<file path="src/rtl/clip_sched_pkg.sv">
// Shared widths, channel-index width and saturation bounds for the clip/share scheduler.
// Pure constants, no logic.
package clip_sched_pkg;
    localparam int NCH_DEF      = 4;
    localparam int BITS_IN_DEF  = 24;
    localparam int BITS_OUT_DEF = 16;
    localparam int CHW          = 3;
    localparam int SAT_MAX_DEF  = (1 << (BITS_OUT_DEF - 1)) - 1;
    localparam int SAT_MIN_DEF  = -(1 << (BITS_OUT_DEF - 1));
endpackage

</file>
<file path="src/rtl/clip_sat.sv">
// Signed saturation from BITS_IN down to BITS_OUT; purely combinational, no flow control.
module clip_sat #(
    parameter int BITS_IN  = 24,
    parameter int BITS_OUT = 16
) (
    input  logic [BITS_IN-1:0]  in,
    output logic [BITS_OUT-1:0] out,
    output logic                clipped
);
    localparam int HW = BITS_IN - BITS_OUT + 1;
    localparam logic [BITS_OUT-1:0] MAXV = {1'b0, {(BITS_OUT-1){1'b1}}};
    localparam logic [BITS_OUT-1:0] MINV = {1'b1, {(BITS_OUT-1){1'b0}}};

    logic [HW-1:0] head;
    assign head = in[BITS_IN-1:BITS_OUT-1];

    // The value fits exactly when every dropped bit equals the new sign bit.
    always_comb begin
        out     = in[BITS_OUT-1:0];
        clipped = 1'b0;
        if (head != {HW{1'b0}} && head != {HW{1'b1}}) begin
            clipped = 1'b1;
            out     = in[BITS_IN-1] ? MINV : MAXV;
        end
    end
endmodule

</file>
<file path="src/rtl/clip_share_sched.sv">
// Round-robin sharing of one saturating clipper across NCH single-slot channels.
// Output registered one cycle after grant; no backpressure, a re-strobed pending slot overwrites and flags overrun.
module clip_share_sched
    import clip_sched_pkg::*;
#(
    parameter int NCH      = NCH_DEF,
    parameter int BITS_IN  = BITS_IN_DEF,
    parameter int BITS_OUT = BITS_OUT_DEF
) (
    input  logic                   clk,
    input  logic                   rst_n,
    input  logic                   en,
    input  logic [NCH*BITS_IN-1:0] in_data,
    input  logic [NCH-1:0]         in_strobe,
    output logic [BITS_OUT-1:0]    out_data,
    output logic                   out_strobe,
    output logic [2:0]             out_chan,
    output logic                   out_clipped,
    input  logic                   ovr_clr,
    output logic [NCH-1:0]         ovr
);
    logic [NCH-1:0]     slot_vld;
    logic [BITS_IN-1:0] slot_dat [NCH];
    logic [CHW-1:0]     last_grant;

    logic [7:0]          vld_ext;
    logic [CHW:0]        cand;
    logic                grant_vld;
    logic [CHW-1:0]      grant_idx;
    logic [BITS_IN-1:0]  sel_dat;
    logic [BITS_OUT-1:0] sat_dat;
    logic                sat_clip;

    assign vld_ext = 8'(slot_vld);

    // Search starts one past the last grant and wraps modulo NCH.
    always_comb begin
        grant_vld = 1'b0;
        grant_idx = '0;
        cand      = '0;
        for (int i = 1; i <= NCH; i++) begin
            cand = {1'b0, last_grant} + (CHW+1)'(i);
            if (cand >= (CHW+1)'(NCH))
                cand = cand - (CHW+1)'(NCH);
            if (en && !grant_vld && vld_ext[cand[CHW-1:0]]) begin
                grant_vld = 1'b1;
                grant_idx = cand[CHW-1:0];
            end
        end
    end

    always_comb begin
        sel_dat = '0;
        for (int k = 0; k < NCH; k++)
            if (grant_idx == CHW'(k))
                sel_dat = slot_dat[k];
    end

    clip_sat #(
        .BITS_IN  (BITS_IN),
        .BITS_OUT (BITS_OUT)
    ) u_sat (
        .in      (sel_dat),
        .out     (sat_dat),
        .clipped (sat_clip)
    );

    always_ff @(posedge clk or negedge rst_n) begin
        if (!rst_n) begin
            slot_vld    <= '0;
            for (int k = 0; k < NCH; k++)
                slot_dat[k] <= '0;
            ovr         <= '0;
            last_grant  <= CHW'(NCH - 1);
            out_strobe  <= 1'b0;
            out_data    <= '0;
            out_chan    <= '0;
            out_clipped <= 1'b0;
        end else begin
            for (int k = 0; k < NCH; k++) begin
                // A strobe on the grant cycle reloads the slot; only a non-granted valid slot overruns.
                if (in_strobe[k]) begin
                    slot_dat[k] <= in_data[k*BITS_IN +: BITS_IN];
                    slot_vld[k] <= 1'b1;
                end else if (grant_vld && grant_idx == CHW'(k)) begin
                    slot_vld[k] <= 1'b0;
                end
                ovr[k] <= (ovr[k] & ~ovr_clr) |
                          (in_strobe[k] & slot_vld[k] & ~(grant_vld && grant_idx == CHW'(k)));
            end
            out_strobe <= grant_vld;
            if (grant_vld) begin
                last_grant  <= grant_idx;
                out_data    <= sat_dat;
                out_chan    <= grant_idx;
                out_clipped <= sat_clip;
            end
        end
    end
endmodule

</file>
<file path="config.mk">
export PLATFORM = sky130hd
export DESIGN_NAME = clip_share_sched
export DESIGN_NICKNAME = d
export VERILOG_FILES = /design/src/rtl/clip_sched_pkg.sv /design/src/rtl/clip_sat.sv /design/src/rtl/clip_share_sched.sv
export SDC_FILE = /design/constraint.sdc
export NUM_CORES = 1
export LEC_CHECK = 0
export ABC_AREA = 1
export BUFFER_PORTS_ARGS = -buffer_cell sky130_fd_sc_hd__buf_2
export CAP_MARGIN = 0
export CORE_UTILIZATION = 51
export CTS_BUF_LIST = sky130_fd_sc_hd__clkbuf_2
export DETAILED_ROUTE_END_ITERATION = 10
export GPL_TIMING_DRIVEN = 0
export PLACE_DENSITY = 0.85
export REMOVE_ABC_BUFFERS = 1
export SLEW_MARGIN = 40
export SYNTH_ARGS = -nofsm -noshare
export SYNTH_HDL_FRONTEND = slang
export SYNTH_SLANG_ARGS = --single-unit
</file>
<file path="constraint.sdc">
create_clock -name clk -period 3.2 [get_ports clk]
set_input_delay 0.64 -clock clk [delete_from_list [all_inputs] [get_ports clk]]
set_output_delay 0.64 -clock clk [all_outputs]
set_load 0.005 [all_outputs]
</file>
* Word level (Yosys, flattened, before mapping)
Index checks and enable logic that the tools add are counted.
Storage, ports and cells: flip-flop bits (word level) 128, latch bits 0, memory bits (writable) 0, ROM bits 0, input port bits 104, output and inout bits 25, logic and storage cells 111, memories 0
Cells by class: add/sub/neg operators 8, multipliers 0, divide/modulo/power cells 0, order comparisons 8, equality and inequality tests 4, shift-type cells 0, muxes and demuxes 35, bitwise operators 21, reduce and logical (&&, ||, !) cells 21
Operator list (count):
- two-way mux 24 bit | 4
- two-way mux 16 bit | 2
- two-way mux 3 bit | 8
- two-way mux 1 bit | 17
- greater-or-equal comparator 4 x 3 -> 1 bit (second input constant) | 4
- less-than comparator 3 x 4 -> 1 bit (second input constant) | 4
- AND 1 bit | 12
- binary-select mux 1 bit (select 3 bit) | 4
- logical AND 1 bit | 12
- subtractor 3 bit (second input constant) | 4
- != test 9 bit (second input constant) | 1
- nonzero test 9 bit | 1
- adder 3 x 2 -> 4 bit (second input constant) | 2
- nonzero test 2 bit | 4
- equality test 3 x 2 -> 1 bit (second input constant) | 2
- NOT 1 bit | 5
- adder 3 x 1 -> 4 bit (second input constant) | 1
- adder 3 x 3 -> 4 bit (second input constant) | 1
- OR 1 bit | 4
- equality test 3 x 1 -> 1 bit (second input constant) | 1
- zero test 1 bit | 3
- zero test 3 bit | 1

* Logic depth before layout (Yosys ltp)
depth in word-level cells 27, depth in mapped cells 24, gate-level depth less buffers 22

* Cells and area by module
A second synthesis with hierarchy kept.
Second synthesis, totals: cell total of the unflattened synthesis 737, area total of the unflattened synthesis 6093.3 µm²
By module, submodules not included:
- clip_share_sched | instances 1, cells an instance 689, area each 5816.8 µm², seq. area each 3180.6 µm²
- clip_sat | instances 1, cells an instance 48, area each 276.5 µm², seq. area each 0.0 µm²

* Least setup slack after synthesis
Ideal clock, no wire load.
path kind register -> register, start reg last_grant[0], end reg out_data[5], setup time 120 ps, arrival time 2827 ps, required time 3080 ps, slack 253 ps, stages on the path, launching flop included 21, path buffers 4, clock period less this slack 2947 ps, path through dfstp_2 > buf_6 > inv_8 > ha_1 > inv_1 > nand3_2 > nand4_2 > nand4_2 > nand2_2 > nand2_4 > buf_6 > buf_8 > nand3_2 > nand3_1 > nand2_1 > nand2_1 > nor2_4 > nand2_4 > a21oi_4 > buf_8 > a21oi_2
On the way: word-level cells in the longest chain between the ends 27, elaborated cells on any way between the ends 55, those cells by class add/sub: 8; order compare: 4; eq/ne: 4; mux: 26; reduce/logical: 13
Ends and longest elaborated chain:
- start, declared | line clip_share_sched.sv:24 | logic [CHW-1:0] last_grant;
- start signal, assigned | line clip_share_sched.sv:74 | last_grant <= CHW'(NCH - 1);
- start signal, assigned | line clip_share_sched.sv:93 | last_grant <= grant_idx;
- adder 3 x 1 -> 4 bit | line clip_share_sched.sv:42 | cand = {1'b0, last_grant} + (CHW+1)'(i);
- greater-or-equal comparator 4 x 3 -> 1 bit or subtractor 3 bit (tied branches) | line clip_share_sched.sv:43, clip_share_sched.sv:44
- two-way mux 3 bit | line clip_share_sched.sv:43 | if (cand >= (CHW+1)'(NCH))
- binary-select mux 1 bit (select 3 bit) | line clip_share_sched.sv:45 | if (en && !grant_vld && vld_ext[cand[CHW-1:0]]) begin
- two-way mux 1 bit (implied by the code) | line clip_share_sched.sv:45
- logical AND 1 bit | line clip_share_sched.sv:45
- two-way mux 1 bit | line clip_share_sched.sv:45
- zero test 1 bit | line clip_share_sched.sv:45
- [7 not listed]
- zero test 1 bit | line clip_share_sched.sv:45
- logical AND 1 bit (2 in a row) | line clip_share_sched.sv:45
- two-way mux 3 bit | line clip_share_sched.sv:45
- zero test 3 bit | line clip_share_sched.sv:55 | if (grant_idx == CHW'(k))
- two-way mux 24 bit (4 in a row) | line clip_share_sched.sv:55
- != test 9 bit or nonzero test 9 bit (tied branches) | line clip_sat.sv:21 | if (head != {HW{1'b0}} && head != {HW{1'b1}}) begin
- logical AND 1 bit | line clip_sat.sv:21
- two-way mux 16 bit | line clip_sat.sv:21
- end signal, assigned | line clip_share_sched.sv:94 | out_data <= sat_dat;
- end, declared | line clip_share_sched.sv:15 | output logic [BITS_OUT-1:0] out_data,
Several ways; a longest one is shown, not always the timed one. The select of a mux whose other input is x is not followed. A chain may end at the register's enable or synchronous reset.

* Worst setup path after layout
start reg last_grant[0], end reg out_data[10]
The elaborated chain is that of the path after synthesis.

==> impl_metrics.yaml <==
run_status:
  status: "finished, violations left"
  violations: "design-rule violations, negative setup slack"
cts:
  htree_levels: 4
  cts_buffers: 17
  cts_root_buf: "clkbuf_2"
  path_clk_slew_ps: 200
  cts_tree: "done"
  clock-sinks: 127
  clockBufferDepth: 2
  clock_latency_ps: 700
floorplan:
  ioPinCount: 129
  row_count: 39
  core_area_mm2: 0.0116
  die_area_mm2: 0.0126
  die_x_um: 112
  start_util: 0.534
  die-height_um: 112
sta:
  finalHoldViolCount: 0
  period_share: 1.00
  setup_viol: 3
  fin_worst_skew_ps: 26.3
  period_minus_slack_ps: 3200
  setup_ws_ps: -3.62
  rsz0062_at_grt: "true"
  fmax_mhz: 312
  setup_tns_ps: -5.80
  final_max_slew_viol_count: 0
  worstMarginPinSlew_ps: 731
  relSlewSlack: 0.513
power:
  cellLeakagePower_nw: 4.12
  power.density_mw_per_mm2: 411
  ir_drop_v: 0.000304
synth:
  postSynthAreaPerCell_um2: 8.19
  synth-simple-area-share: 0.294
  ys_seq_area_frac: 0.513
  synth_top_family_by_area: "simple AND/OR/NAND/NOR gates"
  syn_inst: 757
  synth.area.mux_share: 0
  synthesis.area_mm2: 0.00620
  yosysWarnings: 0
  synth_fa_ha_area_frac: 0.00404
  synth_compound_area_frac: 0.103
  ys_types: 32
  ys_seq_elements: 127
  synth-xor-area-share: 0
worst_setup_path:
  crit_path_cell_trace: "inv_8 -> ha_4 -> inv_4 -> nand3_1 -> inv_1 -> nor2_2 -> nand3_2 -> nand2_4 -> nand2_2 -> nand2_4 -> buf_4 -> nand2_1 -> nand3_1 -> nand2_1 -> inv_2 -> nand2_2 -> nor2_4 -> nand2_4 -> a21oi_4 -> clkbuf_16 -> a21oi_2"
  critPathMaxStageDelay_ps: 640
  critPathRequiredTime_ps: 3800
  start_kind: "flip-flop"
  cpLargestDelayFamily: "simple AND/OR/NAND/NOR gates"
  critical_path_buf_inv_count: 6
  crit_path_frequent_cell: "nand2_4"
  crit_type: "flip-flop to flip-flop"
  cpMaxStageDelayCell: "dfstp_2"
  worstPathArrival_ps: 3800
  crit_path_end_kind: "flip-flop"
  cp_max_fo: 7
drt:
  wirelength_mm: 16.9
  firstDrtPassIters: 8
  wire_per_inst_um: 15.7
  drtIter0Drc: 436
  antenna_left: 0
  via_per_inst: 5.23
  drcViolationCount: 3
  num_vias: 5632
grt:
  grt-ovfl-total: 0
  grt_pass1_wl_mm: 25.8
  antenna_found_initial: 1
  grt_util_all_layers: 0.266
  grt_pass1_vias: 5389
  grt_max_degree: 71
final_layout:
  syn_to_final_growth_pct: 26.0
  finalNonFillerCells: 1076
  fin_nets: 1026
  antenna_cells: 0
  post-route-util: 0.672
  drive_above_1_share: 0.328
placement:
  io_buffers: 128
  gp_congestion: 0.851
  hpwl_mm: 9.91
  dp.cells: 995
flow_run:
  drv_cap: 0
min_path:
  hold_class: "primary input to flip-flop"
==> timing repair <==
action | in CTS | in global routing
endpoints found under the hold margin | 69 | 0
endpoints found under the setup margin | 17 | 16
buffers inserted | 17 | 25
pin swaps | 6 | 28
hold buffers | 1 | 0
gates resized for setup | 10 | 56
gates cloned | 2 | 4
==> where the power goes <==
part           internal [mW]  leakage, nW  switching (mW)
registers               1.72         1.55          0.0476
clock network          0.428        0.135           0.613
logic                  0.155         2.43           0.252
total                   2.30         4.12           0.913
==> area by class of cell <==
type                            instances  area, um^2
Multi-Input combinational cell        519        2770
Fill cell                             943        3800
Sequential cell                       127        3180
Clock inverter                         15         171
Inverter                               82         328
Tap cell                              143         179
Timing Repair Buffer                  173        1090
Clock buffer                           17        85.1
==> worst paths after layout <==
| path | from | end | slack (ps) | cells after the start |
|---|---|---|---|---|
| max | last_grant[0]$_DFFE_PN1N_ | out_data[10]$_DFFE_PN0N_ | -4 | 21 |
| min | in_data[58] | slot_dat[34]$_DFFE_PN0P_ | 120 | 3 |
| max reg2reg | last_grant[0]$_DFFE_PN1N_ | out_data[10]$_DFFE_PN0N_ | -4 | 21 |
| min reg2reg | slot_dat[46]$_DFFE_PN0P_ | slot_dat[46]$_DFFE_PN0P_ | 490 | 2 |
| max in group asynchronous | rst_n | last_grant[1]$_DFFE_PN1N_ | 2010 | 3 |
| min in group asynchronous | rst_n | slot_dat[51]$_DFFE_PN0P_ | 440 | 2 |
==> layout by cell type, fill, tap and decap left out, types with 6 or more instances in the layout <==
cell type   Yosys  layout
a21oi_1        14      10
inv_1          68      65
clkbuf_2        0      17
nor2_2          2       6
clkinvlp_4      0       6
nand3_2        17      17
o21ai_0        59      59
dfrtp_1       125     125
o2111ai_1       7       7
nand2_1       295     285
nor2_4          6       9
nand2_2        12      14
nand2_4         4      10
buf_2           2     126
nand3_1        32      26
buf_6           4       6
o22ai_1         9       9
nor2_1         32      28
buf_4           0      34
inv_2           9       9
nand3_4         0       6
a21oi_2        11      15
==> worst register-to-register path: cells and delay by family, from the launching register on <==
family | cells | cell delay [ps]
compound gates | 2 | 290
flops | 1 | 640
fa+ha+maj | 1 | 320
buf+inv | 6 | 580
simple gates | 12 | 1290
==> Yosys cell counts <==
cell,number,share of area
nand4_1,3,0.0030
nand3_2,17,0.027
nand2_1,295,0.18
dfrtp_1,125,0.50
o22ai_2,1,0.0020
inv_1,68,0.041
nand4_2,2,0.0040
nor2_8,1,0.0032
o22ai_1,9,0.0091
a21oi_2,11,0.016
inv_2,9,0.0054
nand2_2,12,0.012
a21oi_1,14,0.011
inv_8,1,0.0018
o21ai_0,59,0.048
nand3_1,32,0.026
buf_6,4,0.0073
dfstp_2,2,0.0085
buf_2,2,0.0016
ha_1,2,0.0040
nor2_2,2,0.0020
clkinv_1,4,0.0024
buf_1,1,0.00060
o2111ai_1,7,0.0099
clkbuf_1,22,0.013
nor2_1,32,0.019
buf_8,5,0.012
a31oi_1,1,0.0010
nand2_4,4,0.0073
o32ai_1,3,0.0042
nor2_4,6,0.011
a21oi_4,1,0.0026
==> flip-flops by register name, indices dropped and copies added (netlist names) <==
signal	count
ovr	4
slot_vld	4
out_chan	3
out_strobe	1
out_clipped	1
slot_dat	96
last_grant	2
out_data	16
==> logic make-up (layout without fill, tap and decap cells) <==
logic type | count (synthesis) | count (layout)
and+or+nand+nor | 406 | 411
DFF | 127 | 127
buffers and inverters | 116 | 287
AOI/OAI and AO/OA | 106 | 106
adders and majority gates | 2 | 2
==> through the flow <==
step                      worst slack, ps  hold slack [ps]  power [mW]  cell area [um^2]
after detailed placement             -777              459        2.17              6840
after floorplan                      4.70              344        1.98              5980
after CTS                            45.3             72.0        3.20              7360
after global routing                 -150             78.7        3.35              7810
after global placement               -725              453        2.15              6800
final                               -3.62              118        3.21              7810
==> routing by layer <==
layer | GRT usage | vias up | wire (um)
li1 | - | 2723 | -
met1 | 0.344 | 2660 | 7050
met2 | 0.448 | 209 | 8330
met3 | 0.0572 | 38 | 1190
met4 | 0.0898 | 2 | 338
met5 | 0 | - | 11
Note: power is estimated with default switching activity, not from simulation.
